==> config.mk <==
export PLATFORM = sky130hd
export DESIGN_NAME = control_sequencer
export DESIGN_NICKNAME = d
export VERILOG_FILES = /design/src/rtl/control_sequencer.sv
export SDC_FILE = /design/constraint.sdc
export NUM_CORES = 1
export LEC_CHECK = 0
export CAP_MARGIN = 20
export CORE_MARGIN = 2
export CORE_UTILIZATION = 45
export DETAILED_ROUTE_END_ITERATION = 6
export MAX_ROUTING_LAYER = met4
export PLACE_DENSITY = 0.72
export SYNTH_ARGS = -nofsm -noshare
export SYNTH_HDL_FRONTEND = slang
export SYNTH_SLANG_ARGS = --single-unit
==> constraint.sdc <==
create_clock -name clock_i -period 2.52 [get_ports clock_i]
set_input_delay 0.252 -clock clock_i [delete_from_list [all_inputs] [get_ports clock_i]]
set_output_delay 0.252 -clock clock_i [all_outputs]
set_load 0.005 [all_outputs]
==> src/rtl/control_sequencer.sv <==
// Hardwired fetch/decode/execute sequencer for the register-transfer datapath.
// Every strobe is registered and is computed from the next state. The outputs therefore
// change together with the state register and always match the current state.
module control_sequencer #(
  parameter int unsigned OPCODE_W    = 5,
  parameter int unsigned MEM_TIMEOUT = 15
) (
  input  logic                clock_i,
  input  logic                clear_i,
  input  logic                run_i,
  input  logic [OPCODE_W-1:0] opcode_i,
  input  logic                mem_ack_i,
  output logic                pco_o,
  output logic                mari_o,
  output logic                incpc_o,
  output logic                zi_o,
  output logic                zlo_o,
  output logic                pci_o,
  output logic                read_o,
  output logic                mdri_o,
  output logic                mdro_o,
  output logic                iri_o,
  output logic                gra_o,
  output logic                grb_o,
  output logic                grc_o,
  output logic                rin_o,
  output logic                rout_o,
  output logic                ryi_o,
  output logic [OPCODE_W-1:0] alu_op_o,
  output logic                busy_o,
  output logic                halted_o,
  output logic                fault_o
);

  typedef enum logic [3:0] {
    StIdle, StF0, StF1, StF2, StDec, StT3, StT4, StT5, StHalted, StFault
  } state_e;

  typedef struct packed {
    logic                pco;
    logic                mari;
    logic                incpc;
    logic                zi;
    logic                zlo;
    logic                pci;
    logic                read;
    logic                mdri;
    logic                mdro;
    logic                iri;
    logic                gra;
    logic                grb;
    logic                grc;
    logic                rin;
    logic                rout;
    logic                ryi;
    logic [OPCODE_W-1:0] alu_op;
    logic                busy;
    logic                halted;
    logic                fault;
  } ctrl_t;

  localparam logic [7:0]          TimeoutCnt = 8'(MEM_TIMEOUT);
  localparam logic [OPCODE_W-1:0] OpcAluMax  = OPCODE_W'(11);
  localparam logic [OPCODE_W-1:0] OpcNop     = OPCODE_W'(24);
  localparam logic [OPCODE_W-1:0] OpcHalt    = OPCODE_W'(27);

  state_e              state_q, state_d;
  logic [7:0]          wait_q, wait_d;
  logic [OPCODE_W-1:0] opc_q, opc_d;
  ctrl_t               ctrl_q, ctrl_d;

  // Next-state logic: sequencing, the memory wait counter and the opcode latch.
  always_comb begin
    state_d = state_q;
    wait_d  = wait_q;
    opc_d   = opc_q;
    unique case (state_q)
      StIdle: if (run_i) state_d = StF0;
      StF0: begin
        state_d = StF1;
        wait_d  = '0;
      end
      StF1: begin
        if (mem_ack_i) begin
          state_d = StF2;
          wait_d  = '0;
        end else if (wait_q == TimeoutCnt) begin
          state_d = StFault;
          wait_d  = '0;
        end else begin
          wait_d = wait_q + 8'd1;
        end
      end
      StF2: state_d = StDec;
      StDec: begin
        opc_d = opcode_i;
        if (opcode_i <= OpcAluMax)   state_d = StT3;
        else if (opcode_i == OpcNop) state_d = run_i ? StF0 : StIdle;
        else if (opcode_i == OpcHalt) state_d = StHalted;
        else                          state_d = StFault;
      end
      StT3: state_d = StT4;
      StT4: state_d = StT5;
      StT5: state_d = run_i ? StF0 : StIdle;
      StHalted, StFault: state_d = state_q;
      default: state_d = StIdle;
    endcase
  end

  // Strobe decode for the state being entered. PC is loaded only on the cycle that enters F1.
  always_comb begin
    ctrl_d = '0;
    unique case (state_d)
      StF0: begin
        ctrl_d.pco   = 1'b1;
        ctrl_d.mari  = 1'b1;
        ctrl_d.incpc = 1'b1;
        ctrl_d.zi    = 1'b1;
        ctrl_d.busy  = 1'b1;
      end
      StF1: begin
        ctrl_d.zlo  = 1'b1;
        ctrl_d.pci  = (state_q == StF0);
        ctrl_d.read = 1'b1;
        ctrl_d.mdri = 1'b1;
        ctrl_d.busy = 1'b1;
      end
      StF2: begin
        ctrl_d.mdro = 1'b1;
        ctrl_d.iri  = 1'b1;
        ctrl_d.busy = 1'b1;
      end
      StDec: ctrl_d.busy = 1'b1;
      StT3: begin
        ctrl_d.grb  = 1'b1;
        ctrl_d.rout = 1'b1;
        ctrl_d.ryi  = 1'b1;
        ctrl_d.busy = 1'b1;
      end
      StT4: begin
        ctrl_d.grc    = 1'b1;
        ctrl_d.rout   = 1'b1;
        ctrl_d.zi     = 1'b1;
        ctrl_d.alu_op = opc_d;
        ctrl_d.busy   = 1'b1;
      end
      StT5: begin
        ctrl_d.zlo  = 1'b1;
        ctrl_d.gra  = 1'b1;
        ctrl_d.rin  = 1'b1;
        ctrl_d.busy = 1'b1;
      end
      StHalted: ctrl_d.halted = 1'b1;
      StFault:  ctrl_d.fault  = 1'b1;
      default:  ctrl_d = '0;
    endcase
  end

  // State, counter, opcode latch and output registers; clear overrides everything.
  always_ff @(posedge clock_i) begin
    if (clear_i) begin
      state_q <= StIdle;
      wait_q  <= '0;
      opc_q   <= '0;
      ctrl_q  <= '0;
    end else begin
      state_q <= state_d;
      wait_q  <= wait_d;
      opc_q   <= opc_d;
      ctrl_q  <= ctrl_d;
    end
  end

  assign pco_o    = ctrl_q.pco;
  assign mari_o   = ctrl_q.mari;
  assign incpc_o  = ctrl_q.incpc;
  assign zi_o     = ctrl_q.zi;
  assign zlo_o    = ctrl_q.zlo;
  assign pci_o    = ctrl_q.pci;
  assign read_o   = ctrl_q.read;
  assign mdri_o   = ctrl_q.mdri;
  assign mdro_o   = ctrl_q.mdro;
  assign iri_o    = ctrl_q.iri;
  assign gra_o    = ctrl_q.gra;
  assign grb_o    = ctrl_q.grb;
  assign grc_o    = ctrl_q.grc;
  assign rin_o    = ctrl_q.rin;
  assign rout_o   = ctrl_q.rout;
  assign ryi_o    = ctrl_q.ryi;
  assign alu_op_o = ctrl_q.alu_op;
  assign busy_o   = ctrl_q.busy;
  assign halted_o = ctrl_q.halted;
  assign fault_o  = ctrl_q.fault;

endmodule

# Word level (Yosys, flattened, before mapping)
# Cells that the tools add are included.
dict set report word_totals {
  ff_bits 39
  inputBits 9
  output_inout_bits 24
  wordCells 79
}
dict set report classes {
  add_sub_neg 1
  n_lt_le_gt_ge 1
  eq_ne 21
  muxes 24
  bitwise_logic 2
  n_reduce_logical 9
}
# cell n
set ops {}
lappend ops {{$pmux 4 s9} 1}
lappend ops {{$eq 4x3->1 const B} 8}
lappend ops {{$mux 4} 5}
lappend ops {{$eq 4x2->1 const B} 4}
lappend ops {{$eq 4x4->1 const B} 4}
lappend ops {{$mux 8} 2}
lappend ops {{$pmux 8 s2} 1}
lappend ops {{$reduce_or 2->1} 6}
lappend ops {{$mux 1} 11}
lappend ops {{$eq 5x5->1 const B} 2}
lappend ops {{$add 8x1->8 const B} 1}
lappend ops {{$eq 4x1->1 const B} 2}
lappend ops {{$eq 8x4->1 const B} 1}
lappend ops {{$reduce_or 7->1} 1}
lappend ops {{$le 5x4->1 const B} 1}
lappend ops {{$mux 5} 1}
lappend ops {{$logic_not 4->1} 1}
lappend ops {{$mux 2} 2}
lappend ops {{$mux 3} 1}
lappend ops {{$not 1->1} 2}
lappend ops {{$reduce_bool 2->1} 1}

# Logic depth before layout (Yosys ltp)
dict set report depth {
  depth_word 8
  depth_mapped 7
}

# Worst setup path before layout
# No wires, ideal clock.
dict set report synth_path {
  path_kind {register -> register}
  from {reg wait_q[0]}
  to {reg ctrl_q, in the netlist rout_o}
  setup_time_ps 121
  arrival_time_ps 1716
  required_ps 2399
  path_slack_ps 683
  stages_incl_launch_ff 7
  path_buffers 0
  period_less_slack_ps 1837
  path_cell_list {dfxtp_1 ha_1 nand3_1 and2b_1 a311oi_2 a21oi_1 a2bb2o_1}
}
dict set report synth_via {
  elab_chain_cells 7
  elab_cells_between_ends 8
}
# element line_no
set synth_lines {}
lappend synth_lines {{start, declared} 68} ;# logic [7:0] wait_q, wait_d;
lappend synth_lines {{start signal, assigned} 168} ;# wait_q <= wait_d;
lappend synth_lines {{$eq 8x4->1 (*)} 87} ;# end else if (wait_q == TimeoutCnt) begin
lappend synth_lines {{$mux 4 (*)} 87}
lappend synth_lines {{$mux 4 (*)} 84} ;# if (mem_ack_i) begin
lappend synth_lines {{$pmux 4 s9 (*)} 77} ;# unique case (state_q)
lappend synth_lines {{$eq 4x3->1} 113} ;# unique case (state_d)
lappend synth_lines {{$reduce_or 2->1 (no source line) (*)} --}
lappend synth_lines {{$mux 1 (*)} 113}
lappend synth_lines {{end signal, assigned} 170} ;# ctrl_q <= ctrl_d;
lappend synth_lines {{end, declared} 70} ;# ctrl_t ctrl_q, ctrl_d;
# Mark *: on every way between the ends. The rest lies on a longest branch, timed or not.
# A chain may end at the register's enable or synchronous reset.

# Final worst setup path
dict set report layout_path {
  from {reg wait_q[0]}
  to {reg ctrl_q, in the netlist zi_o}
}
dict set report layout_via {
  elab_chain_cells 7
  elab_cells_between_ends 8
}
# element line_no
set layout_lines {}
lappend layout_lines {{$eq 8x4->1 (*)} 87}
lappend layout_lines {{$mux 4 (*)} 87}
lappend layout_lines {{$mux 4 (*)} 84}
lappend layout_lines {{$pmux 4 s9 (*)} 77}
lappend layout_lines {{$eq 4x1->1 / $eq 4x3->1 (equally long branches)} 113}
lappend layout_lines {{$reduce_or 2->1 (no source line) (*)} --}
lappend layout_lines {{$mux 1 (*)} 113}
# Marks and branches as above.

==> run metrics <==
CP top delay family compound AO/OA/AOI/OAI gates; R2R depth 6; Worst-path clk slew 0.10 ns; Setup Viol. Count Final 0; Post-synth top cells 35 x dfxtp_1, 25 x nor2_1, 10 x nor3_1; Main synth FF type dfxtp_1; top cell type's share of synthesized area roughly 47%; CP cell instances ha_1 -> nand3_1 -> and2b_1 -> a311oi_2 -> nand2_2 -> a2bb2o_1; 1st-pass router iterations 4; CTS resizes 0; worst reg2reg path endpoint zi_o; Area growth syn-to-layout 24.6%; drt first-iter violations 54; vias ~1200; internal cell power ~0.00079 W; Max Slew Vio Count 0; RD Place Congestion 0.856; sequential power share 55.2%; Clock Power Share 25.8%; Synth area leader dfxtp_1; net load switching power 0.000303 W; final WL 2.87 mm; crit end category flip-flop; vias in the first global route 1112; logic gate share of total power between 10% and 20%; Core Footprint 3100 um^2; VDD IR-drop max between 200 and 300 uV; crit path from wait_q[0]; H-tree depth 2; sequential share of the synthesized area 47.0%; Gate Count Post-Synth 156; Sw Ratio between 20% and 30%; RSZ-0062 raised after global routing false; All-Layer GR Usage 18.5%; Die ar. 3790 um^2; clock sink count 35; routed len/inst 12.5 um; first-pass GRT wire length 4.93 mm; crit path max fanout 10; Relative slew margins 69.1%; worst-margin pin slew ~0.46 ns; most instantiated library cell after synthesis dfxtp_1; Worst-Skew Late Latency 0.33 ns; Yosys Warn Count 0; final core occ 59.8%; placed cells 222; max-cap violation count 0; hold buffers post-CTS 0; TritonCTS clock tree built; Starting Density around half; Hold/Removal Path Class flip-flop to flip-flop; IO Port Bufs 32; Largest stage delay, worst path just under 0.5 ns; minimum clock period ~2.1 ns; GRT overflow 0; Final Power 0.00110 W; syn nets 166; Root Buffer Master clkbuf_4; max frequency 480 MHz; Worst EP arrival between 2 and 2.5 ns; Mean Syn Cell Area 9.55 um^2; setup TNS 0 ns; hold-critical path depth 2; Die Span X 61.5 um; die height roughly 62 um; io pins 33; Netlist cell types 41; Bufs and invs on worst path 0; Detail Placement HPWL roughly 2.2 mm; antenna cells 0; Hold Path Sink opc_q[2]; period utilisation layout roughly 83%; Yosys reg bits 35; final non-filler cell total 230; slowest cell on the critical path a311oi_2; Routed Antenna Nets 0; initial antenna violation count 0; Cell Rows 20; vias per cell around 5.2; synth top area cells dfxtp_1 47%, nor2_1 6.3%, mux2i_1 4.0%, buf_4 4.0%, nor3_1 3.4%; final hold violation count 0; Power Dens Cells between 500 and 600 nW/um^2; largest net degree at the start of global routing 14; # DRC 0; CTS Buf Count 5; Reg2Reg Setup Slack 0.44 ns; deepest clock path buffer count 2; synthesized area 1490 um^2; fin nets 195; Post-CTS Setup Bufs 0; Post-synth EDFFs 0; Startpoint Class flip-flop; worst clock skew 0.0101 ns; hold_sp opc_q[2]; Setup CP Type flip-flop to flip-flop; worst r2r src wait_q[0]; layout cells sized above 1 under 10%; status completed; leakage between 0.6 and 0.7 nW; Critical Path RT 2.80 ns; asr flop ratio synth 0%
## kinds of logic (layout without fill, tap and decap cells)
group	Yosys count	in the layout	synth area share, %
compound gates	22	22	11.3
xor+xnor	6	6	3.53
fa+ha+maj	1	1	0.839
buf+inv	15	45	5.96
flops	35	35	47.0
mux	6	6	4.03
simple gates	71	71	27.3
## routing by layer
metal | part of all wire [%] | routed length (um) | vias up | GRT usage (%)
li1 | - | - | 604 | -
met1 | 48 | 1390 | 553 | 23.4
met2 | 46 | 1310 | 34 | 27.4
met3 | 5.3 | 152 | 2 | 6.30
met4 | 0.66 | 19 | 0 | 6.38
met5 | 0 | 0 | - | -
## state kept, by name (all words and copies together), names as in the netlist
register	count
ryi_o	1
halted_o	1
rin_o	1
pci_o	1
grc_o	1
fault_o	1
state_q	4
zi_o	1
alu_op_o	5
opc_q	5
pco_o	1
rout_o	1
zlo_o	1
wait_q	8
read_o	1
mdro_o	1
busy_o	1
## worst min-delay path: cells and delay by family (launching register included)
| family | cells | cell delay (ns) |
|---|---|---|
| flip-flops | 1 | 0.31 |
| multiplexers | 1 | 0.07 |
| AND/OR/NAND/NOR | 1 | 0.08 |
## power by group through the flow
stage	combinational, W	sequential (W)	clock (W)
after floorplan	0.000146	0.000604	0
after global routing	0.000236	0.000608	0.000317
after detailed placement	0.000209	0.000617	0
final	0.000209	0.000604	0.000282
after global placement	0.000205	0.000615	0
after CTS	0.000210	0.000604	0.000292
## cells in the final DEF, fill, tap and decap left out, drive strengths merged, types with 2 or more instances in the layout
| cell type | instances |
|---|---|
| clkbuf | 7 |
| dfxtp | 35 |
| and2 | 5 |
| buf | 3 |
| nand3b | 2 |
| o21ai | 3 |
| a21oi | 6 |
| mux2i | 6 |
| nand3 | 4 |
| nand2 | 5 |
| nor2 | 25 |
| and3 | 2 |
| and4 | 2 |
| nor4 | 3 |
| a2111o | 2 |
| a2bb2o | 2 |
| nand2b | 6 |
| clkdlybuf4s50 | 32 |
| nor3 | 10 |
| a21o | 2 |
| inv | 2 |
| xnor2 | 5 |
## metrics by stage
step / worst slack, ns / hold slack [ns] / cell area, um^2
floorplan: 0.683 / 0.332 / 1490
global placement: 0.322 / 0.470 / 1810
detailed placement: 0.287 / 0.481 / 1810
CTS: 0.459 / 0.502 / 1860
global route: 0.304 / 0.526 / 1860
finish: 0.435 / 0.494 / 1860
## area by class of cell
type | instances | area [um^2]
Clock buffer | 7 | 45.0
Timing Repair Buffer | 35 | 343
Tap cell | 44 | 55.1
Fill cell | 289 | 1250
Inverter | 2 | 7.51
Clock inverter | 1 | 5.00
Multi-Input combinational cell | 106 | 701
Sequential cell | 35 | 701
## worst max-delay path by stage
stage | depth (start not counted) | endpoint | slack (ns)
6_report | 6 | zi_o | 0.44
5_1_grt | 6 | zi_o | 0.30
4_1_cts | 6 | zi_o | 0.46
3_5_place_dp | 6 | zlo_o | 0.29
3_3_place_gp | 6 | pci_o | 0.32
2_1_floorplan | 6 | rout_o | 0.68
Power figures use the tool's default switching activity.
